**config.mk**
```make
export PLATFORM = sky130hd
export DESIGN_NAME = inst_encoder
export DESIGN_NICKNAME = d
export VERILOG_FILES = /design/src/rtl/inst_encoder.sv
export SDC_FILE = /design/constraint.sdc
export NUM_CORES = 1
export LEC_CHECK = 0
export BUFFER_PORTS_ARGS = -buffer_cell sky130_fd_sc_hd__clkbuf_2
export CAP_MARGIN = 15
export CELL_PAD_IN_SITES_DETAIL_PLACEMENT = 0
export CELL_PAD_IN_SITES_GLOBAL_PLACEMENT = 2
export CORE_MARGIN = 2
export CORE_UTILIZATION = 35
export CTS_BUF_LIST = sky130_fd_sc_hd__clkbuf_8
export DETAILED_ROUTE_END_ITERATION = 12
export PLACE_DENSITY = 0.74
export SETUP_SLACK_MARGIN = 0.15
export SYNTH_ARGS = -nofsm -noshare
export SYNTH_HDL_FRONTEND = slang
export SYNTH_SLANG_ARGS = --single-unit
```
**constraint.sdc**
```tcl
create_clock -name clk -period 4.15 [get_ports clk]
set_clock_uncertainty 0.2 [all_clocks]
set_input_delay 0 -clock clk [delete_from_list [all_inputs] [get_ports clk]]
set_output_delay 0 -clock clk [all_outputs]
set_load 0.02 [all_outputs]
```
**src/rtl/inst_encoder.sv**
```systemverilog
`default_nettype none
// +-------------------------------------------------------------------------+
// | Module   : inst_encoder                                                 |
// | Purpose  : packs micro-op fields into MIPS32 words, PC-tagged, FIFO'd.  |
// |            Optional macro INST_ENC_ILLEGAL_CHECK_EN drops undefined ops |
// |            and pulses err_o instead of encoding them as NOP.            |
// | Revision : 1.0  initial release                                         |
// +-------------------------------------------------------------------------+
module inst_encoder #(
  parameter int unsigned DEPTH    = 4,
  parameter logic [31:0] PC_RESET = 32'h0
) (
  input  logic                     clk,
  input  logic                     rst,
  input  logic                     in_valid_i,
  output logic                     in_ready_o,
  input  logic [4:0]               op_i,
  input  logic [4:0]               rs_i,
  input  logic [4:0]               rt_i,
  input  logic [4:0]               rd_i,
  input  logic [4:0]               sa_i,
  input  logic [15:0]              imm_i,
  input  logic                     flush_i,
  input  logic [31:0]              flush_pc_i,
  output logic                     out_valid_o,
  input  logic                     out_ready_i,
  output logic [31:0]              inst_o,
  output logic [31:0]              pc_o,
  output logic [$clog2(DEPTH):0]   count_o,
  output logic                     err_o
);

  localparam int unsigned PW = $clog2(DEPTH);
  localparam int unsigned CW = PW + 1;
  localparam logic [CW-1:0] C_DEPTH = CW'(DEPTH);

  localparam logic [4:0] C_OP_NOP  = 5'd0;
  localparam logic [4:0] C_OP_AND  = 5'd1;
  localparam logic [4:0] C_OP_OR   = 5'd2;
  localparam logic [4:0] C_OP_XOR  = 5'd3;
  localparam logic [4:0] C_OP_NOR  = 5'd4;
  localparam logic [4:0] C_OP_SLL  = 5'd5;
  localparam logic [4:0] C_OP_SRL  = 5'd6;
  localparam logic [4:0] C_OP_SRA  = 5'd7;
  localparam logic [4:0] C_OP_SLLV = 5'd8;
  localparam logic [4:0] C_OP_SRLV = 5'd9;
  localparam logic [4:0] C_OP_SRAV = 5'd10;
  localparam logic [4:0] C_OP_SYNC = 5'd11;
  localparam logic [4:0] C_OP_ANDI = 5'd12;
  localparam logic [4:0] C_OP_ORI  = 5'd13;
  localparam logic [4:0] C_OP_XORI = 5'd14;
  localparam logic [4:0] C_OP_LUI  = 5'd15;
  localparam logic [4:0] C_OP_PREF = 5'd16;

  logic [31:0]   word_mem_q [DEPTH];
  logic [31:0]   word_mem_d [DEPTH];
  logic [31:0]   pc_mem_q   [DEPTH];
  logic [31:0]   pc_mem_d   [DEPTH];
  logic [PW-1:0] wr_ptr_q, wr_ptr_d;
  logic [PW-1:0] rd_ptr_q, rd_ptr_d;
  logic [CW-1:0] count_q,  count_d;
  logic [31:0]   next_pc_q, next_pc_d;
  logic          err_q, err_d;

  logic [31:0] enc_word;
  logic        accept;
  logic        push;
  logic        pop;

  // Undefined ops fall through to the all-zero word (NOP encoding).
  always_comb begin
    enc_word = 32'h0;
    case (op_i)
      C_OP_NOP:  enc_word = 32'h0;
      C_OP_AND:  enc_word = {6'h00, rs_i, rt_i, rd_i, 5'h00, 6'h24};
      C_OP_OR:   enc_word = {6'h00, rs_i, rt_i, rd_i, 5'h00, 6'h25};
      C_OP_XOR:  enc_word = {6'h00, rs_i, rt_i, rd_i, 5'h00, 6'h26};
      C_OP_NOR:  enc_word = {6'h00, rs_i, rt_i, rd_i, 5'h00, 6'h27};
      C_OP_SLL:  enc_word = {6'h00, 5'h00, rt_i, rd_i, sa_i, 6'h00};
      C_OP_SRL:  enc_word = {6'h00, 5'h00, rt_i, rd_i, sa_i, 6'h02};
      C_OP_SRA:  enc_word = {6'h00, 5'h00, rt_i, rd_i, sa_i, 6'h03};
      C_OP_SLLV: enc_word = {6'h00, rs_i, rt_i, rd_i, 5'h00, 6'h04};
      C_OP_SRLV: enc_word = {6'h00, rs_i, rt_i, rd_i, 5'h00, 6'h06};
      C_OP_SRAV: enc_word = {6'h00, rs_i, rt_i, rd_i, 5'h00, 6'h07};
      C_OP_SYNC: enc_word = {6'h00, 15'h0000, sa_i, 6'h0F};
      C_OP_ANDI: enc_word = {6'h0C, rs_i, rt_i, imm_i};
      C_OP_ORI:  enc_word = {6'h0D, rs_i, rt_i, imm_i};
      C_OP_XORI: enc_word = {6'h0E, rs_i, rt_i, imm_i};
      C_OP_LUI:  enc_word = {6'h0F, 5'h00, rt_i, imm_i};
      C_OP_PREF: enc_word = {6'h33, rs_i, rt_i, imm_i};
      default:   enc_word = 32'h0;
    endcase
  end

  assign in_ready_o  = (count_q < C_DEPTH);
  assign out_valid_o = (count_q != '0);
  assign accept      = in_valid_i & in_ready_o & ~flush_i;
  assign pop         = out_valid_o & out_ready_i & ~flush_i;

`ifdef INST_ENC_ILLEGAL_CHECK_EN
  logic illegal;
  assign illegal = (op_i > C_OP_PREF);
  assign push    = accept & ~illegal;
  assign err_d   = accept & illegal;
`else
  assign push    = accept;
  assign err_d   = 1'b0;
`endif

  always_comb begin
    word_mem_d = word_mem_q;
    pc_mem_d   = pc_mem_q;
    wr_ptr_d   = wr_ptr_q;
    rd_ptr_d   = rd_ptr_q;
    count_d    = count_q;
    next_pc_d  = next_pc_q;
    if (flush_i) begin
      wr_ptr_d  = '0;
      rd_ptr_d  = '0;
      count_d   = '0;
      next_pc_d = flush_pc_i;
    end else begin
      if (push) begin
        word_mem_d[wr_ptr_q] = enc_word;
        pc_mem_d[wr_ptr_q]   = next_pc_q;
        wr_ptr_d             = wr_ptr_q + 1'b1;
        next_pc_d            = next_pc_q + 32'd4;
      end
      if (pop) begin
        rd_ptr_d = rd_ptr_q + 1'b1;
      end
      case ({push, pop})
        2'b10:   count_d = count_q + 1'b1;
        2'b01:   count_d = count_q - 1'b1;
        default: count_d = count_q;
      endcase
    end
  end

  always_ff @(posedge clk) begin
    if (rst) begin
      wr_ptr_q  <= '0;
      rd_ptr_q  <= '0;
      count_q   <= '0;
      next_pc_q <= PC_RESET;
      err_q     <= 1'b0;
    end else begin
      wr_ptr_q  <= wr_ptr_d;
      rd_ptr_q  <= rd_ptr_d;
      count_q   <= count_d;
      next_pc_q <= next_pc_d;
      err_q     <= err_d;
    end
  end

  // Storage needs no reset: the output mux hides stale entries.
  always_ff @(posedge clk) begin
    word_mem_q <= word_mem_d;
    pc_mem_q   <= pc_mem_d;
  end

  assign inst_o  = out_valid_o ? word_mem_q[rd_ptr_q] : 32'h0;
  assign pc_o    = out_valid_o ? pc_mem_q[rd_ptr_q]   : 32'h0;
  assign count_o = count_q;
  assign err_o   = err_q;

endmodule
`default_nettype wire

```
==> metrics.txt <==
Setup CP Type reg2reg; Synth area leaders edfxtp_1 (61%), mux4_2 (12%), dfxtp_1 (6.4%); outcome finished clean; R2R Path Start next_pc_q[4]$_SDFFE_PP0N_; share of the synthesized area in the top cell type 61.3%; setup tns final 0 ps; clock share of power 37.5%; Initial Utilization 35.3%; minimum clock period 3220 ps; worst r2r dst next_pc_q[22]$_SDFFE_PP0N_; most frequent cells in the layout edfxtp_1 (248), clkbuf_2 (146), dlygate4sd3_1 (108); Ports 148; ANT nets after route 0; Synthesis Warnings 0; nets@finish 1,104; first-pass GRT wire length 43.4 mm; TritonCTS buffer count 48; clock root buffer clkbuf_8; Synth Net Count 836; sequential share of power 55.4%; # Post-CTS Setup Buffers 0; Worst Tran Pin Value 1050 ps; fmax 0.310 GHz; switch share 23.2%; CTS resizes 0; ys async rst share 0%; Yosys cell types 57; Hold Slack 7.63 ps; core area 34,400 um2; R2R Setup Slk 930 ps; row count 68; Hold Startpoint rst; Reg clk slew, reported paths 60 ps; area delta synth->final 25.7%; critical path launch point type flop; First-pass DRT Iterations 5; # DRC 0; cell taking the most area after synthesis edfxtp_1; Vias 7,521; Worst Hold Endpoint next_pc_q[30]$_SDFFE_PP0N_; RSZ-0062 raised after global routing false; Comb power frac 7.2%; gpl congestion 0.738; Net Switching 1.37 mW; overall routing resource usage 15.6%; TritonCTS clock tree yes; total gr overflow 0; ant diodes 0; Lkg Pwr 5.45 nW; Yosys reg bits 287; CP Data Required Time 4470 ps; Worst EP arrival 3540 ps; initial antenna violation count 0; register area share after synthesis 67.8%; Max clock buf depth 3; Mapped Cells 751; die width 190 um; Mapped Area 12,100 um2; Post-synth EDFFs 248; starting DRC count in detailed routing 404; drt via density 4.97; routed len/inst 18.8 um; vias in the first global route 7,641; hold depth 2; Slew Viols, Final 0; commonest non-fill, non-tap cell in the layout edfxtp_1; Die Area 36,200 um2; largest net degree at the start of global routing 65; Die Height 190 um; crit end category flop; Final Cycle Share 77.7%; setup violators final 0; Max H-tree Level 2; final WL 28.4 mm; share of layout cells above drive strength 1 27.3%; hpwl dp 16.9 mm; max cap viols 0; Post-CTS Hold Buffers 108; Port Buffer Count 146; relative slew slack 29.6%; maximum fanout along the worst path 13; ys flop type edfxtp_1; post-synthesis area per instance 16.2 um2; Worst-Skew Late Latency 580 ps; Reg2Reg Depth 5; CTS sink cnt 287; Peak VDD IR 0.243 mV; final hold viol count 0; internal power 4.55 mW; pwr dens 388 nW/um2; hold crit path type in2reg
cells in the mapped netlist (all sizes together), types with 6 or more instances:
library cell  instances
a211oi               12
a21oi                11
a22o                 11
a311oi               15
and2                 63
and3                  6
and4                  6
buf                  11
clkbuf               35
dfxtp                39
edfxtp              248
ha                    6
inv                  17
mux4                 62
nand2                20
nand3                17
nor2                 38
nor2b                14
nor3                  8
nor4                  6
o21ai                15
o31ai                11
or3                   8
or4                  14
xnor2                 9
xor2                  7
metrics by stage:
step	cells	setup WS, ps	total power [mW]	util, %	area, um2
CTS	1513	915	6.01	44.4	15300
floorplan	751	1160	3.53	-	12100
global placement	1316	1480	3.68	38.8	13300
global route	1513	744	6.17	44.4	15300
finish	1513	927	5.92	44.4	15300
detailed placement	1316	1440	3.68	38.8	13300
power by group through the flow:
stage          Combinational (mW)  Sequential [mW]  Clock (mW)
2_1_floorplan               0.216             3.32           0
3_3_place_gp                0.342             3.33           0
3_5_place_dp                0.344             3.34           0
4_1_cts                     0.432             3.28        2.30
5_1_grt                     0.467             3.29        2.42
6_report                    0.423             3.28        2.22
final cells by class:
class | instances | area (um2)
Clock buffer | 50 | 688
Clock inverter | 39 | 165
Fill cell | 3143 | 19100
Inverter | 17 | 63.8
Multi-Input combinational cell | 400 | 3610
Sequential cell | 287 | 8230
Tap cell | 455 | 569
Timing Repair Buffer | 265 | 1930
logic make-up after synthesis:
kind of cell               synth area share [%]
AOI/OAI and AO/OA                          5.78
xor gates and xnor gates                   1.15
adders and majority gates                 0.783
buffers and inverters                      2.51
DFF                                        67.8
muxes                                      11.8
other                                    0.0309
and+or+nand+nor                            10.2
how the worst max path moves through the flow:
stage	start	to	slack [ps]	depth (start not counted)
floorplan	count_o[2]$_SDFFE_PP0P_	pc_mem_q[0]$_DFFE_PP_	1160	3
global placement	count_o[2]$_SDFFE_PP0P_	word_mem_q[115]$_DFFE_PP_	1480	3
detailed placement	next_pc_q[4]$_SDFFE_PP0N_	next_pc_q[26]$_SDFFE_PP0N_	1440	4
CTS	next_pc_q[4]$_SDFFE_PP0N_	next_pc_q[22]$_SDFFE_PP0N_	920	5
global route	next_pc_q[4]$_SDFFE_PP0N_	next_pc_q[22]$_SDFFE_PP0N_	740	5
finish	next_pc_q[4]$_SDFFE_PP0N_	next_pc_q[22]$_SDFFE_PP0N_	930	5
layer usage:
layer	up-vias	global-route usage (%)	wire, um
met1	3761	21.2	13000
met5	-	0	0
li1	3520	-	-
met3	47	2.93	1370
met4	0	4.03	516
met2	193	26.0	13500
sequential cells by signal, indices dropped and copies added (netlist names):
| name | flops |
|---|---|
| pc_mem_q | 128 |
| word_mem_q | 120 |
| next_pc_q | 32 |
| count_o | 3 |
| rd_ptr_q | 2 |
| wr_ptr_q | 2 |
worst max-delay path, cell delays in order, from the launching register on:
cell,delay (ps)
dfxtp_1,470
nand3_1,410
or4_1,750
or4_1,500
a311oi_1,240
dlygate4sd3_1,580
No activity file was read; power rests on OpenSTA's default activity.
